### src/rtl/amsd_xmit.sv
// amsd_xmit: AM transmit back end. Scales audio by a programmable gain, adds
// a soft-started carrier bias, saturates to a unipolar level D and drives the
// RF pins through a sigma-delta modulator. Wishbone slave for control/status.
// Define AMSD_ORDER2_EN to build the second-order modulator instead of the
// default first-order one.
module amsd_xmit #(
  parameter int IW         = 12,
  parameter int GW         = 16,
  parameter int CW         = 14,
  parameter int NOUT       = 2,
  parameter int RAMP_SHIFT = 6
) (
  input  logic            i_clk,
  input  logic            i_reset,
  input  logic            i_ce,
  input  logic [IW-1:0]   i_sample,
  input  logic            i_rf_en,
  input  logic            i_wb_cyc,
  input  logic            i_wb_stb,
  input  logic            i_wb_we,
  input  logic [1:0]      i_wb_addr,
  input  logic [31:0]     i_wb_data,
  input  logic [3:0]      i_wb_sel,
  output logic            o_wb_stall,
  output logic            o_wb_ack,
  output logic [31:0]     o_wb_data,
  output logic [NOUT-1:0] o_rf_data,
  output logic            o_clip
);
  localparam int W  = IW + GW - 2;
  localparam int PW = IW + GW;
  localparam int LW = W + 3;
  localparam logic [CW:0] RAMP_STEP = (CW+1)'(2**RAMP_SHIFT);

  typedef enum logic [1:0] {IDLE = 2'd0, RAMP = 2'd1, RUN = 2'd2} state_t;

  state_t                state;
  logic [GW-1:0]         r_gain;
  logic [CW-1:0]         r_carrier;
  logic [CW-1:0]         eff_carrier;
  logic signed [PW-1:0]  p;
  logic signed [PW-1:0]  sample_x;
  logic signed [PW-1:0]  gain_x;
  logic                  ce_d;
  logic [W-1:0]          d;
  logic [15:0]           clip_count;
  logic [LW-1:0]         carrier_term;
  logic signed [LW-1:0]  level;
  logic [W-1:0]          level_sat;
  logic                  level_clip;
  logic                  clip_event;
  logic [CW:0]           ramp_sum;
  logic [CW-1:0]         ramp_next;
  logic                  bus_req;
  logic                  bus_wr;
  logic                  status_wr;
  logic                  unused_bits;

  assign o_wb_stall  = 1'b0;
  assign bus_req     = i_wb_cyc & i_wb_stb;
  assign bus_wr      = bus_req & i_wb_we;
  assign status_wr   = bus_wr & (i_wb_addr == 2'd2);
  assign unused_bits = ^{i_wb_sel, i_wb_data};

  // Control registers written from the bus
  always_ff @(posedge i_clk) begin
    if (i_reset) begin
      r_gain    <= {2'b01, {(GW-2){1'b0}}};
      r_carrier <= '0;
    end else if (bus_wr) begin
      if (i_wb_addr == 2'd0) r_gain    <= i_wb_data[GW-1:0];
      if (i_wb_addr == 2'd1) r_carrier <= i_wb_data[CW-1:0];
    end
  end

  assign sample_x = PW'($signed(i_sample));
  assign gain_x   = PW'($signed(r_gain));

  // Gain multiply on each sample strobe; ce_d marks the cycle p is fresh
  always_ff @(posedge i_clk) begin
    if (i_reset) begin
      p    <= '0;
      ce_d <= 1'b0;
    end else begin
      ce_d <= i_ce;
      if (i_ce) p <= sample_x * gain_x;
    end
  end

  assign carrier_term = LW'(eff_carrier) << (W - CW);
  assign level        = LW'(p) + $signed(carrier_term);
  assign clip_event   = ce_d & level_clip;

  // Saturate the biased level into [0, FS-1]
  always_comb begin
    level_sat  = level[W-1:0];
    level_clip = 1'b0;
    if (level[LW-1]) begin
      level_sat  = '0;
      level_clip = 1'b1;
    end else if (level[LW-2:W] != '0) begin
      level_sat  = '1;
      level_clip = 1'b1;
    end
  end

  // Register the level once per sample along with the clip pulse
  always_ff @(posedge i_clk) begin
    if (i_reset) begin
      d      <= '0;
      o_clip <= 1'b0;
    end else begin
      o_clip <= clip_event;
      if (ce_d) d <= level_sat;
    end
  end

  // Saturating clip counter; a clear coinciding with a clip leaves one count
  always_ff @(posedge i_clk) begin
    if (i_reset) begin
      clip_count <= '0;
    end else if (status_wr) begin
      clip_count <= clip_event ? 16'd1 : 16'd0;
    end else if (clip_event && clip_count != 16'hFFFF) begin
      clip_count <= clip_count + 16'd1;
    end
  end

  // Next ramp value, clamped to the (possibly lowered) target
  always_comb begin
    ramp_sum  = {1'b0, eff_carrier} + RAMP_STEP;
    ramp_next = (ramp_sum > {1'b0, r_carrier}) ? r_carrier : ramp_sum[CW-1:0];
  end

  // Carrier soft-start state machine
  always_ff @(posedge i_clk) begin
    if (i_reset || !i_rf_en) begin
      state       <= IDLE;
      eff_carrier <= '0;
    end else begin
      case (state)
        IDLE: begin
          state       <= RAMP;
          eff_carrier <= '0;
        end
        RAMP: begin
          if (eff_carrier == r_carrier) state <= RUN;
          else if (i_ce)                eff_carrier <= ramp_next;
        end
        RUN:     eff_carrier <= r_carrier;
        default: state <= IDLE;
      endcase
    end
  end

`ifdef AMSD_ORDER2_EN
  localparam logic [LW-1:0] FS_VAL = LW'(1) << W;
  logic signed [LW-1:0] e1;
  logic signed [LW-1:0] e2;
  logic signed [LW-1:0] e1_next;
  logic signed [LW-1:0] fb;
  logic                 y;

  assign y       = ~e2[LW-1];
  assign fb      = y ? $signed(FS_VAL) : '0;
  assign e1_next = e1 + $signed(LW'(d)) - fb;

  // Second-order modulator; e2 integrates the freshly updated e1
  always_ff @(posedge i_clk) begin
    if (i_reset || !i_rf_en) begin
      e1        <= '0;
      e2        <= '0;
      o_rf_data <= '0;
    end else begin
      e1        <= e1_next;
      e2        <= e2 + e1_next - fb;
      o_rf_data <= {NOUT{y}};
    end
  end
`else
  logic [W:0] acc;

  // First-order modulator: the carry out of the accumulator is the bitstream
  always_ff @(posedge i_clk) begin
    if (i_reset || !i_rf_en) begin
      acc       <= '0;
      o_rf_data <= '0;
    end else begin
      acc       <= {1'b0, acc[W-1:0]} + {1'b0, d};
      o_rf_data <= {NOUT{acc[W]}};
    end
  end
`endif

  // Wishbone ack and registered read data
  always_ff @(posedge i_clk) begin
    if (i_reset) begin
      o_wb_ack  <= 1'b0;
      o_wb_data <= '0;
    end else begin
      o_wb_ack <= bus_req;
      if (bus_req) begin
        case (i_wb_addr)
          2'd0:    o_wb_data <= 32'(r_gain);
          2'd1:    o_wb_data <= 32'(r_carrier);
          2'd2:    o_wb_data <= {state, 14'd0, clip_count};
          default: o_wb_data <= 32'(d);
        endcase
      end
    end
  end
endmodule
### config.mk
export PLATFORM = sky130hd
export DESIGN_NAME = amsd_xmit
export DESIGN_NICKNAME = d
export VERILOG_FILES = /design/src/rtl/amsd_xmit.sv
export SDC_FILE = /design/constraint.sdc
export NUM_CORES = 1
export LEC_CHECK = 0
export BUFFER_PORTS_ARGS = -buffer_cell sky130_fd_sc_hd__buf_2
export CAP_MARGIN = 20
export CORE_UTILIZATION = 38
export DETAILED_ROUTE_END_ITERATION = 7
export PLACE_DENSITY_LB_ADDON = 0.25
export SKIP_LAST_GASP = 1
export SYNTH_ARGS = -nofsm -noshare
export SYNTH_HDL_FRONTEND = slang
export SYNTH_SLANG_ARGS = --single-unit
export TNS_END_PERCENT = 50
### constraint.sdc
create_clock -name i_clk -period 7.45 [get_ports i_clk]
set_input_delay 1.1175 -clock i_clk [delete_from_list [all_inputs] [get_ports i_clk]]
set_output_delay 1.1175 -clock i_clk [all_outputs]
set_load 0.005 [all_outputs]
Word-level counts from Yosys, hierarchy flattened
Index checks and enable logic that the tools add are counted.
{ "word_totals": {"input_bits": 57, "ff_bits": 179, "elab_cells": 59} }
{ "op_classes": {"n_addsub": 4, "bitwise_logic": 5, "eq_ne": 9, "mul": 1, "mux": 14, "magnitude_cmp": 1, "reduce_logical": 12} }
{ "ops": {"columns": ["operator", "n"], "rows": [
  ["$pmux 32 s3", 1],
  ["$mux 26", 2],
  ["$mux 14", 3],
  ["$pmux 14 s3", 1],
  ["$mux 16", 2],
  ["$add 28x27->29", 1],
  ["$mul 12x16->28", 1],
  ["$add 26x26->27", 1],
  ["$add 16x1->16 const B", 1],
  ["$ne 16x16->1 const B", 1],
  ["$add 14x7->15 const B", 1],
  ["$gt 15x14->1", 1],
  ["$eq 14x14->1", 1],
  ["$ne 2x2->1 const B", 3],
  ["$pmux 2 s3", 1],
  ["$reduce_and 2->1", 3],
  ["$and 1x1->1", 4],
  ["$eq 2x1->1 const B", 2],
  ["$eq 2x2->1 const B", 2],
  ["$logic_not 2->1", 2],
  ["$reduce_bool 2->1", 2],
  ["$mux 1", 3],
  ["$reduce_and 3->1", 1],
  ["$reduce_bool 3->1", 1],
  ["5 further kinds", 5]
]} }

Longest topological paths before layout
{ "logic_depth": {"depth_word": 8, "ltp_mapped": 22} }

Worst setup path after synthesis
No wires, ideal clock.
{ "synth_timing": {"kind": "input-to-reg", "start": "in i_sample[11]", "end": "reg p[26]", "required_ns": 7.320, "stages": 19, "setup_slack_ns": 1.110, "arrival_ns": 6.210, "setup_ns": 0.130, "cell_sequence": "inv_1 -> clkbuf_1 -> nor2_1 -> fa_1 -> fa_1 -> fa_1 -> fa_1 -> inv_1 -> fa_1 -> inv_1 -> ha_1 -> a21o_1 -> a21oi_1 -> o21ai_0 -> o41ai_1 -> o21ai_0 -> a31oi_1 -> mux2i_1 -> o21ai_0"} }
{ "synth_between": {"elab_chain_len": 1} }
{ "synth_lines": {"columns": ["element", "line", "text"], "rows": [
  ["start: declaration", "16", "input logic [IW-1:0] i_sample,"],
  ["$mul 12x16->28", "86", "if (i_ce) p <= sample_x * gain_x;"],
  ["end signal: assignment", "86", null],
  ["end: declaration", "41", "logic signed [PW-1:0] p;"]
]} }
No other way between the ends.
A chain may end at the register's enable or synchronous reset.

Final worst setup path
Same ends and word-level chain as after synthesis.

==> qor.yml <==
drc: 0
r2r_slack_ns: 1.12
skew_ns: 0.007181
synth_xor_area_frac: 0.03334
power_mw: 2.581
fin_ws_ns: 0.8490
fin_util: 0.4216
synth-seq-cells: 175
clkTransAtPathRegs_ns: 0.08
core_area_sq_um: 41200
power_leakage_nw: 7.989
dr.first_iter.drc_count: 785
cts_resized: 0
wl_per_cell_um: 17.35
synth_compound_gate_area_share: 0.1423
run_status: "complete, no violations"
ir_drop_v: 0.0001639
die_x_um: 207.4
rsz0062_at_grt: "no"
area_delta_synth_final_pct: 8.402
clockBufferDepth: 2
fin_crit_ns: 6.601
cpMaxStageDelayCell: "o41ai_1"
vias: 12840
critPathRequiredTime_ns: 7.73
cts.sinks: 175
crit_chain: "buf_2, inv_1, buf_4, nor2_1, fa_1, fa_1, fa_1, fa_1, inv_1, fa_1, inv_1, ha_1, a21oi_1, o21ai_0, o41ai_1, o21ai_0, a31oi_1, mux2i_1, o21ai_0"
antenna_left: 0
drt_pass1_iterations: 5
dp_hpwl_um: 33300
cts_setup_buffers: 0
insertion_delay_ns: 0.44
layout_common_cells: "inv_1, nand2_1, fa_1"
fp.dieH_um: 207.4
final_common_cell: "inv_1"
worst-path-stages: 19
final_nets: 2265
avgSynthCellArea_sq_um: 8.460
netlist_area_sq_um: 16020
synthMuxAreaShare: 0.01991
routed_wl_um: 42590
syn_inst: 1894
pin_count: 94
cp.arrival_ns: 6.88
hold_class: "reg2reg"
min_period_over_period: 0.8860
r2r-end: "p[26]"
overflow: 0
grt_max_degree: 96
setup_tns_ns: 0
dieArea_sq_um: 42990
dp_slack_ns: 0.3656
slew_viol_final: 0
setup_viol: 0
grt_usage: 0.2068
path_class: "in2reg"
start_util: 0.3889
synth_edf_count: 0
fmax_mhz: 151.5
antenna_found_initial: 0
endpoint_kind: "flip-flop"
maxCapViolCount: 0
synth_cell_type_count: 90
crit_fanout: 8
cts_tree: "done"
start_kind: "input port"
worst_pin_slew_ns: 0.9690
vias_per_cell: 5.229
h-tree-depth: 4
async_flop_share: 0
crit_path_frequent_cell: "fa_1"
synth_top_family_by_area: "adder cells"
synthFlopType: "dfxtp_1"
relSlewSlack: 0.3540
cts_buffers: 17
power.density_nw_per_um2: 148.6
cts_root_buf: "clkbuf_16"
gp_congestion: 0.8701
reg2reg_from: "r_gain[4]"
cts_hold_buffers: 0
crit_family: "adder cells"
hold_end: "o_rf_data[0]"
grt_pass1_vias: 12900
hold_path_depth: 1
drive_gt1_frac: 0.07752
finalHoldViolations: 0
synth_fa_ha_area_frac: 0.3178
grt_first_pass_wirelength_um: 70510
yosysSeqAreaShare: 0.2186
rows: 74
place.port_buffers: 68
synthSimpleGateAreaFrac: 0.1814
hp-start: "acc[26]"
cp_slowest_stage_delay_ns: 0.61
r2r_cells: 17
cp.buffers_inverters: 5
ys.warnings.count: 0
synth_stat cells, types with 33 or more instances:
cell	count	share of area
and2_1	77	0.030
nor2_1	152	0.036
clkbuf_1	65	0.015
nand2_1	248	0.058
xnor2_1	33	0.018
inv_1	263	0.062
ha_1	119	0.093
dfxtp_1	175	0.22
a21oi_1	119	0.037
fa_1	180	0.22
o21ai_0	65	0.020
metrics by stage:
step / hold WS, ns / std cells / instance area [sq um]
floorplan: 0.4057 / 1898 / 16040
global placement: 0.4366 / 2421 / 16750
detailed placement: 0.4313 / 2421 / 16750
CTS: 0.4592 / 2453 / 17360
global route: 0.4688 / 2454 / 17370
finish: 0.4534 / 2455 / 17370
logic make-up (layout without fill, tap and decap cells):
kind of cell               Yosys count  in the layout
and+or+nand+nor                    628            628
xor gates and xnor gates            61             61
other                                1              6
buffers and inverters              353            377
muxes                               27             27
DFF                                175            175
AOI/OAI and AO/OA                  350            350
adders and majority gates          299            299
per-layer routing:
metal / track usage / vias to the layer above / share of wire
met5: 0 / - / 0
met4: 0.06176 / 0 / 0.024
met3: 0.02239 / 54 / 0.043
met2: 0.3431 / 271 / 0.47
met1: 0.2831 / 6320 / 0.46
li1: - / 6191 / -
cell type report:
| cell class | count | area (sq um) |
|---|---|---|
| clock inverter | 14 | 167.7 |
| fill | 4122 | 23830 |
| timing repair buffer | 81 | 444.2 |
| antenna | 1 | 2.502 |
| clock buffer | 18 | 439.2 |
| sequential | 175 | 3503 |
| multi-input combinational | 1370 | 11160 |
| inverter | 264 | 991.0 |
| tap | 532 | 665.6 |
worst register-to-register path, stage by stage, from the launching register on:
cell     delay, ns
dfxtp_1       0.86
and2_1        0.26
fa_1          0.45
fa_1          0.54
fa_1          0.54
fa_1          0.57
inv_1         0.07
fa_1          0.53
inv_1         0.04
ha_1          0.36
a21o_1        0.21
a21oi_1       0.13
o21ai_0       0.18
o41ai_1       0.56
o21ai_0       0.27
a31oi_1       0.27
mux2i_1       0.21
o21ai_0       0.11
power breakdown:
group	switching, mW	internal (mW)	total (mW)
clock	0.433	0.489	0.922
combinational	0.377	0.242	0.619
sequential	0.0605	0.979	1.04
registers in the layout (all words and copies together) (netlist names), 2 cells and up:
name,count
acc,27
clip_count,16
d,26
eff_carrier,14
o_wb_data,28
p,28
r_carrier,14
r_gain,16
state,2
how the worst max path moves through the flow:
| stage | startpoint | slack [ns] | endpoint |
|---|---|---|---|
| 6_report | i_sample[11] | 0.85 | p[26] |
| 3_5_place_dp | i_sample[0] | 0.37 | p[26] |
| 4_1_cts | i_sample[0] | 0.81 | p[26] |
| 2_1_floorplan | i_sample[11] | 1.11 | p[26] |
| 5_1_grt | i_sample[0] | 0.37 | p[26] |
| 3_3_place_gp | i_sample[11] | 0.47 | p[26] |
No activity file was read; power rests on OpenSTA's default activity.
